File: config.mk
export PLATFORM = sky130hd
export DESIGN_NAME = ring_port_arbiter
export DESIGN_NICKNAME = d
export VERILOG_FILES = /design/src/rtl/ring_port_arbiter.sv
export SDC_FILE = /design/constraint.sdc
export NUM_CORES = 1
export LEC_CHECK = 0
export CORE_MARGIN = 2
export CORE_UTILIZATION = 35
export CTS_BUF_LIST = sky130_fd_sc_hd__clkbuf_8
export DETAILED_ROUTE_END_ITERATION = 8
export PLACE_DENSITY = 0.81
export SYNTH_ARGS = -nofsm -noshare
export SYNTH_HDL_FRONTEND = slang
export SYNTH_SLANG_ARGS = --single-unit
File: constraint.sdc
create_clock -name clk -period 3.4 [get_ports clk]
set_input_delay 0.68 -clock clk [delete_from_list [all_inputs] [get_ports clk]]
set_output_delay 0.68 -clock clk [all_outputs]
set_load 0.1 [all_outputs]
File: src/rtl/ring_port_arbiter.sv
`default_nettype none
// ============================================================================
//  Module   : ring_port_arbiter
//  Purpose  : Output-port stage of a ring router. It drains two upstream
//             depth-1 buffers (ring-through and local PE injection) with a
//             round-robin arbiter and writes one packet per grant into the
//             downstream link buffer. Ring-through packets have their
//             hop-count field decremented on the way through. A hop count
//             that is already zero saturates at zero and raises a sticky
//             error flag. Injected packets pass through unchanged.
//  Ports    : clk, reset      - clock, synchronous active-high reset
//             ring_empty/data - ring-through buffer status and read data
//             ring_rd         - ring-through buffer read enable
//             pe_empty/data   - PE injection buffer status and read data
//             pe_rd           - PE injection buffer read enable
//             out_full        - downstream link buffer full flag
//             out_wr/out_data - downstream write enable and packet
//             fwd_count       - saturating count of packets written
//             hop_err         - sticky: ring packet arrived with hop 0
//  Revision : 1.0 - initial release
// ============================================================================
module ring_port_arbiter #(
    parameter int WIDTH   = 64,
    parameter int HOP_LSB = 48,
    parameter int HOP_W   = 8
) (
    input  logic             clk,
    input  logic             reset,
    input  logic             ring_empty,
    input  logic [WIDTH-1:0] ring_data,
    output logic             ring_rd,
    input  logic             pe_empty,
    input  logic [WIDTH-1:0] pe_data,
    output logic             pe_rd,
    input  logic             out_full,
    output logic             out_wr,
    output logic [WIDTH-1:0] out_data,
    output logic [15:0]      fwd_count,
    output logic             hop_err
);

    typedef enum logic [1:0] {
        IDLE  = 2'd0,
        FETCH = 2'd1,
        SEND  = 2'd2
    } state_t;

    localparam logic SRC_RING = 1'b0;
    localparam logic SRC_PE   = 1'b1;

    state_t             r_state;
    logic               r_prio;        // 0: ring preferred, 1: PE preferred
    logic               r_grant_src;
    logic [WIDTH-1:0]   r_out_data;
    logic [15:0]        r_fwd_count;
    logic               r_hop_err;

    logic               w_issue;
    logic               w_ring_req;
    logic               w_pe_req;
    logic               w_ring_win;
    logic               w_pe_win;
    logic               w_send_ok;
    logic [HOP_W-1:0]   w_ring_hop;
    logic               w_hop_zero;
    logic [WIDTH-1:0]   w_ring_fwd;

    // Arbitration and handshake strobes. A SEND cycle that writes is also an
    // issue point, so the next read overlaps the current write and the port
    // sustains one packet every two cycles.
    always_comb begin
        w_ring_req = ~ring_empty;
        w_pe_req   = ~pe_empty;
        w_send_ok  = (r_state == SEND) && !out_full;
        w_issue    = (r_state == IDLE) || w_send_ok;
        w_ring_win = w_ring_req && (!w_pe_req || (r_prio == 1'b0));
        w_pe_win   = w_pe_req   && (!w_ring_req || (r_prio == 1'b1));

        // Strobes are gated by reset so nothing is read or written while the
        // port is being cleared.
        ring_rd    = !reset && w_issue && w_ring_win;
        pe_rd      = !reset && w_issue && w_pe_win;
        out_wr     = !reset && w_send_ok;
    end

    // Ring forwarding: decrement a nonzero hop count. A zero hop count is
    // forwarded as zero rather than wrapping to all-ones.
    always_comb begin
        w_ring_hop = ring_data[HOP_LSB +: HOP_W];
        w_hop_zero = (w_ring_hop == '0);
        w_ring_fwd = ring_data;
        if (!w_hop_zero) begin
            w_ring_fwd[HOP_LSB +: HOP_W] = w_ring_hop - HOP_W'(1);
        end
    end

    always_ff @(posedge clk) begin
        if (reset) begin
            r_state     <= IDLE;
            r_prio      <= 1'b0;
            r_grant_src <= SRC_RING;
            r_out_data  <= '0;
            r_fwd_count <= '0;
            r_hop_err   <= 1'b0;
        end else begin
            if (w_send_ok && (r_fwd_count != 16'hFFFF)) begin
                r_fwd_count <= r_fwd_count + 16'd1;
            end

            case (r_state)
                IDLE, SEND: begin
                    if (w_issue) begin
                        if (w_ring_win || w_pe_win) begin
                            r_grant_src <= w_pe_win ? SRC_PE : SRC_RING;
                            r_state     <= FETCH;
                            // On contention the loser becomes preferred next.
                            if (w_ring_req && w_pe_req) begin
                                r_prio <= ~r_prio;
                            end
                        end else begin
                            r_state <= IDLE;
                        end
                    end
                    // SEND with out_full high: hold state and data.
                end
                FETCH: begin
                    if (r_grant_src == SRC_RING) begin
                        r_out_data <= w_ring_fwd;
                        if (w_hop_zero) begin
                            r_hop_err <= 1'b1;
                        end
                    end else begin
                        r_out_data <= pe_data;
                    end
                    r_state <= SEND;
                end
                default: r_state <= IDLE;
            endcase
        end
    end

    assign out_data  = r_out_data;
    assign fwd_count = r_fwd_count;
    assign hop_err   = r_hop_err;

endmodule
`default_nettype wire

# Word-level counts from Yosys, hierarchy flattened
# Cells that the tools add are included.
dict set report classes {
  muxes 6
  reduce_logical 21
  eq_ne 4
  add_sub_neg 2
  bitwise 4
}
# cell n
set ops {}
lappend ops {{$mux W64} 1}
lappend ops {{$add A16 B1 Y16 const B} 1}
lappend ops {{$ne A16 B16 Y1 const B} 1}
lappend ops {{$logic_and A1 B1 Y1} 9}
lappend ops {{$logic_not A8 Y1} 1}
lappend ops {{$mux W8} 1}
lappend ops {{$sub A8 B1 Y8 const B} 1}
lappend ops {{$reduce_and A3 Y1} 2}
lappend ops {{$logic_or A1 B1 Y1} 4}
lappend ops {{$not A1 Y1} 4}
lappend ops {{$pmux W2 S2} 1}
lappend ops {{$reduce_and A4 Y1} 1}
lappend ops {{$eq A2 B1 Y1 const B} 1}
lappend ops {{$eq A2 B2 Y1 const B} 1}
lappend ops {{$logic_not A1 Y1} 2}
lappend ops {{$logic_not A2 Y1} 1}
lappend ops {{$mux W1} 2}
lappend ops {{$mux W2} 1}
lappend ops {{$ne A2 B2 Y1 const B} 1}
lappend ops {{$reduce_or A2 Y1} 1}
dict set report totals {
  ff_bits 85
  out_inout_bits 84
  input_bits 133
  word_cells 43
}

# Longest topological paths before layout
dict set report logic_depth {
  word_depth 7
  mapped_depth 6
  mapped_depth_nobuf 6
}

# Worst setup path after synthesis
# OpenSTA, ideal clock, no wires.
dict set report synth_timing {
  path_type {input port to output port}
  start {in reset}
  end {out ring_rd}
  path_buffers 3
  t_arrival_ns 3.354
  slack_ns -0.634
  cell_stages 4
  t_required_ns 2.720
  cell_sequence {clkbuf_1 clkbuf_1 buf_1 nor3_1}
}
dict set report synth_between {
  elab_chain_len 3
}
# item line
set synth_lines {}
lappend synth_lines {{start: declaration} 28} ;# input logic reset,
lappend synth_lines {{$logic_not A1 Y1} 81} ;# ring_rd = !reset && w_issue && w_ring_win;
lappend synth_lines {{$logic_and A1 B1 Y1 (2 in series)} 81}
lappend synth_lines {{end: declaration} 31} ;# output logic ring_rd,
# Every way passes these cells.

# Final worst setup path
dict set report layout_timing {
  start {in out_full}
  end {out ring_rd}
}
dict set report layout_between {
  elab_chain_len 5
}
# item line
set layout_lines {}
lappend layout_lines {{start: declaration} 35} ;# input logic out_full,
lappend layout_lines {{$logic_not A1 Y1} 74} ;# w_send_ok = (r_state == SEND) && !out_full;
lappend layout_lines {{$logic_and A1 B1 Y1} 74}
lappend layout_lines {{$logic_or A1 B1 Y1} 75} ;# w_issue = (r_state == IDLE) || w_send_ok;
lappend layout_lines {{$logic_and A1 B1 Y1 (2 in series)} 81}
# Every way passes these cells.

==> flow_summary.json <==
{
  "hold_viol_final": 0,
  "worstPathRequired_ns": 2.72,
  "fin_crit_sh_pct": 82.0,
  "syn-cell-area_um2": 4060,
  "syn2layout_area_growth_pct": 57.9,
  "postLayoutCellArea_um2": 6410,
  "synth_ff_type": "dfxtp_1",
  "post-route-min-period_ns": 2.79,
  "drt-initial-drc-count": 266,
  "avgSynthCellArea_um2": 8.95,
  "dr.pass1.iters": 4,
  "drv_cap": 0,
  "power.share.sequential_pct": 38.8,
  "finalMaxSlewViolations": 0,
  "tns_ns": 0,
  "crit_slowest_cell": "clkdlybuf4s50_1",
  "globalRouteOverflowTotal": 0,
  "die_w_um": 112,
  "clock_path_buffers": 2,
  "post_cts_resized": 0,
  "coreArea_um2": 11400,
  "ir_worst_vdd_mv": 0.241,
  "synth_nets": 589,
  "dp.cells": 783,
  "die_h_um": 112,
  "path_class": "in -> out",
  "multi_input_area_um2": 2220,
  "finalPower_mw": 2.94,
  "clock_latency_ns": 0.35,
  "clock_sinks": 85,
  "synth_top_area_cell": "dfxtp_1",
  "clk_pin_slew_worst_paths_ns": 0.08,
  "fin_cells": 797,
  "ctsHoldBuffers": 0,
  "wl_per_cell_um": 15.1,
  "p_int_mw": 1.78,
  "p_sw_mw": 1.16,
  "drc": 0,
  "yosys-top-cells-area": "dfxtp_1 (42%), mux2i_1 (14%), a211oi_1 (11%), nor2_1 (7.0%), a21oi_1 (3.1%)",
  "initial_core_util_pct": 35.7,
  "totalWireLength_um": 12000,
  "p_leak_nw": 2.36,
  "finalSetupViolCount": 0,
  "critPathArrivalTime_ns": 2.11,
  "grt_usage_pct": 19.0,
  "n_fill_cell": 990,
  "nNetsFinal": 786,
  "via_per_inst": 5.19,
  "cts_made_buffers": 9,
  "gp_congestion": 0.876,
  "p_sw_share_pct": 39.5,
  "path_delay_family": "buffers and inverters",
  "path_buf_inv": 2,
  "antenna_found_initial": 0,
  "clkPwrFrac_pct": 23.2,
  "relSlewSlack_pct": 33.3,
  "grt_pass1_vias": 4083,
  "antennaDiodeCount": 0,
  "cts_tree": "done",
  "reg2reg_slack_ns": 1.51,
  "placed_area_um2": 6230,
  "seqCellArea_um2": 1710,
  "post_synth_num_cell_types": 45,
  "worst_path_largest_cell_delay_ns": 0.48,
  "syn_inst": 454,
  "drive_gt1_share_pct": 12.7,
  "grt_max_degree": 77,
  "htree_num_levels": 3,
  "pin_count": 217,
  "cp-start-kind": "primary input",
  "grt_pass1_wl_um": 19400,
  "fin_skew_ns": 0.0117,
  "status": "completed",
  "fmax_ghz": 0.359,
  "ys_seq_area_share_pct": 41.9,
  "synth_warnings": 0,
  "powerDensity_nw_per_um2": 458,
  "ys_ff_latch": 85,
  "hold_path.class": "reg -> reg",
  "comb_power_share_pct": 38.0,
  "postCtsSetupRepairBufs": 0,
  "async_reset_ff_share_pct": 0,
  "worst_setup_path_end_kind": "primary output",
  "yosys.area.top_type_share_pct": 41.9,
  "rsz0062_at_grt": "false",
  "antenna_violating_nets_post_route": 0,
  "ctsRootBufferMaster": "clkbuf_8",
  "path_max_fanout": 4,
  "port_buffers": 216,
  "dp_hpwl_um": 9150,
  "crit_chain": "clkdlybuf4s50_1 -> a21oi_1 -> nand2b_1 -> nor3_2 -> buf_12",
  "die_area_um2": 12500,
  "synth-edff-count": 0,
  "max_slew.worst_pin.slew_ns": 0.998,
  "rows": 39,
  "vias": 4137
}
worst paths after layout:
kind                                endpoint    startpoint  cells past startpoint
worst max-delay path                 ring_rd      out_full                      5
worst min-delay path            out_data[52]  out_data[52]                      2
worst max register to register  fwd_count[4]    r_state[1]                      4
worst min register to register  out_data[52]  out_data[52]                      2
flip-flops by register name, summed over array words and instances, names as in the netlist:
signal	count
out_data	64
fwd_count	16
r_prio	1
hop_err	1
r_state	2
r_grant_src	1
metal layers:
metal  global-route usage, %  part of all wire, %  vias up
li1                        -                    -     2062
met5                       0                    0        -
met3                    5.50                  6.9       14
met1                    20.5                   39     1906
met4                    6.26                 0.93        0
met2                    35.3                   53      155
kinds of logic (layout without fill, tap and decap cells):
| logic type | Yosys count | count (layout) | synth area share, % |
|---|---|---|---|
| buffers and inverters | 40 | 240 | 3.88 |
| XOR/XNOR | 2 | 2 | 0.431 |
| flip-flops | 85 | 85 | 41.9 |
| AO/OA/AOI/OAI | 109 | 109 | 18.2 |
| adder cells (fa/ha/maj) | 2 | 2 | 0.616 |
| multiplexers | 66 | 66 | 16.5 |
| AND/OR/NAND/NOR | 150 | 150 | 18.4 |
metrics by stage:
stage	setup slack, ns	hold WS, ns	utilization [%]
after global placement	0.676	0.451	54.8
after CTS	0.634	0.468	56.4
final	0.611	0.470	56.4
after global routing	0.457	0.500	56.4
after detailed placement	0.591	0.457	54.8
after floorplan	0.166	0.467	-
cell usage in the layout, fill, tap and decap left out, types with 9 or more instances in the layout:
cell type,count
clkdlybuf4s50_1,167
dfxtp_1,84
nor2_1,76
mux2i_1,58
a211oi_1,58
buf_4,51
a21oi_1,25
nand2_1,12
o21ai_0,10
clkbuf_8,10
nor2b_1,9
area by class of cell:
type                    instances  share of cell area, %
inverters                       4                  0.234
well taps                     143                   2.79
multi-input cells             329                   34.5
repair buffers                222                   33.0
clock inverters                 4                  0.663
clock buffers                  10                   2.15
flip-flops and latches         85                   26.6
cells in the mapped netlist, types with 2 or more instances:
cell	n
a211oi_1	58
a21oi_1	25
a311oi_1	2
a31oi_1	3
and2_1	2
and3_1	5
and4_1	3
buf_1	4
clkbuf_1	31
dfxtp_1	85
ha_1	2
inv_1	4
mux2_2	8
mux2i_1	58
nand2_1	12
nand2b_1	4
nand3_1	7
nand3b_1	3
nand4_1	6
nor2_1	76
nor2b_1	10
nor3_1	5
nor4_1	2
o21ai_0	10
o31ai_1	2
or3_1	5
or4_1	3
xnor2_1	2
tightest hold or removal path, cell delays in order, from the launching register on:
cell and delay, ns:
dfxtp_1 0.32, nand2_1 0.06, a21oi_1 0.05
power by group through the flow:
stage	logic, mW	clock network, mW	registers, mW
floorplan	0.258	0	1.67
global placement	1.11	0	1.16
detailed placement	1.12	0	1.16
CTS	1.12	0.710	1.14
global route	1.17	0.752	1.15
finish	1.12	0.682	1.14
(Power assumes the default switching activity.)
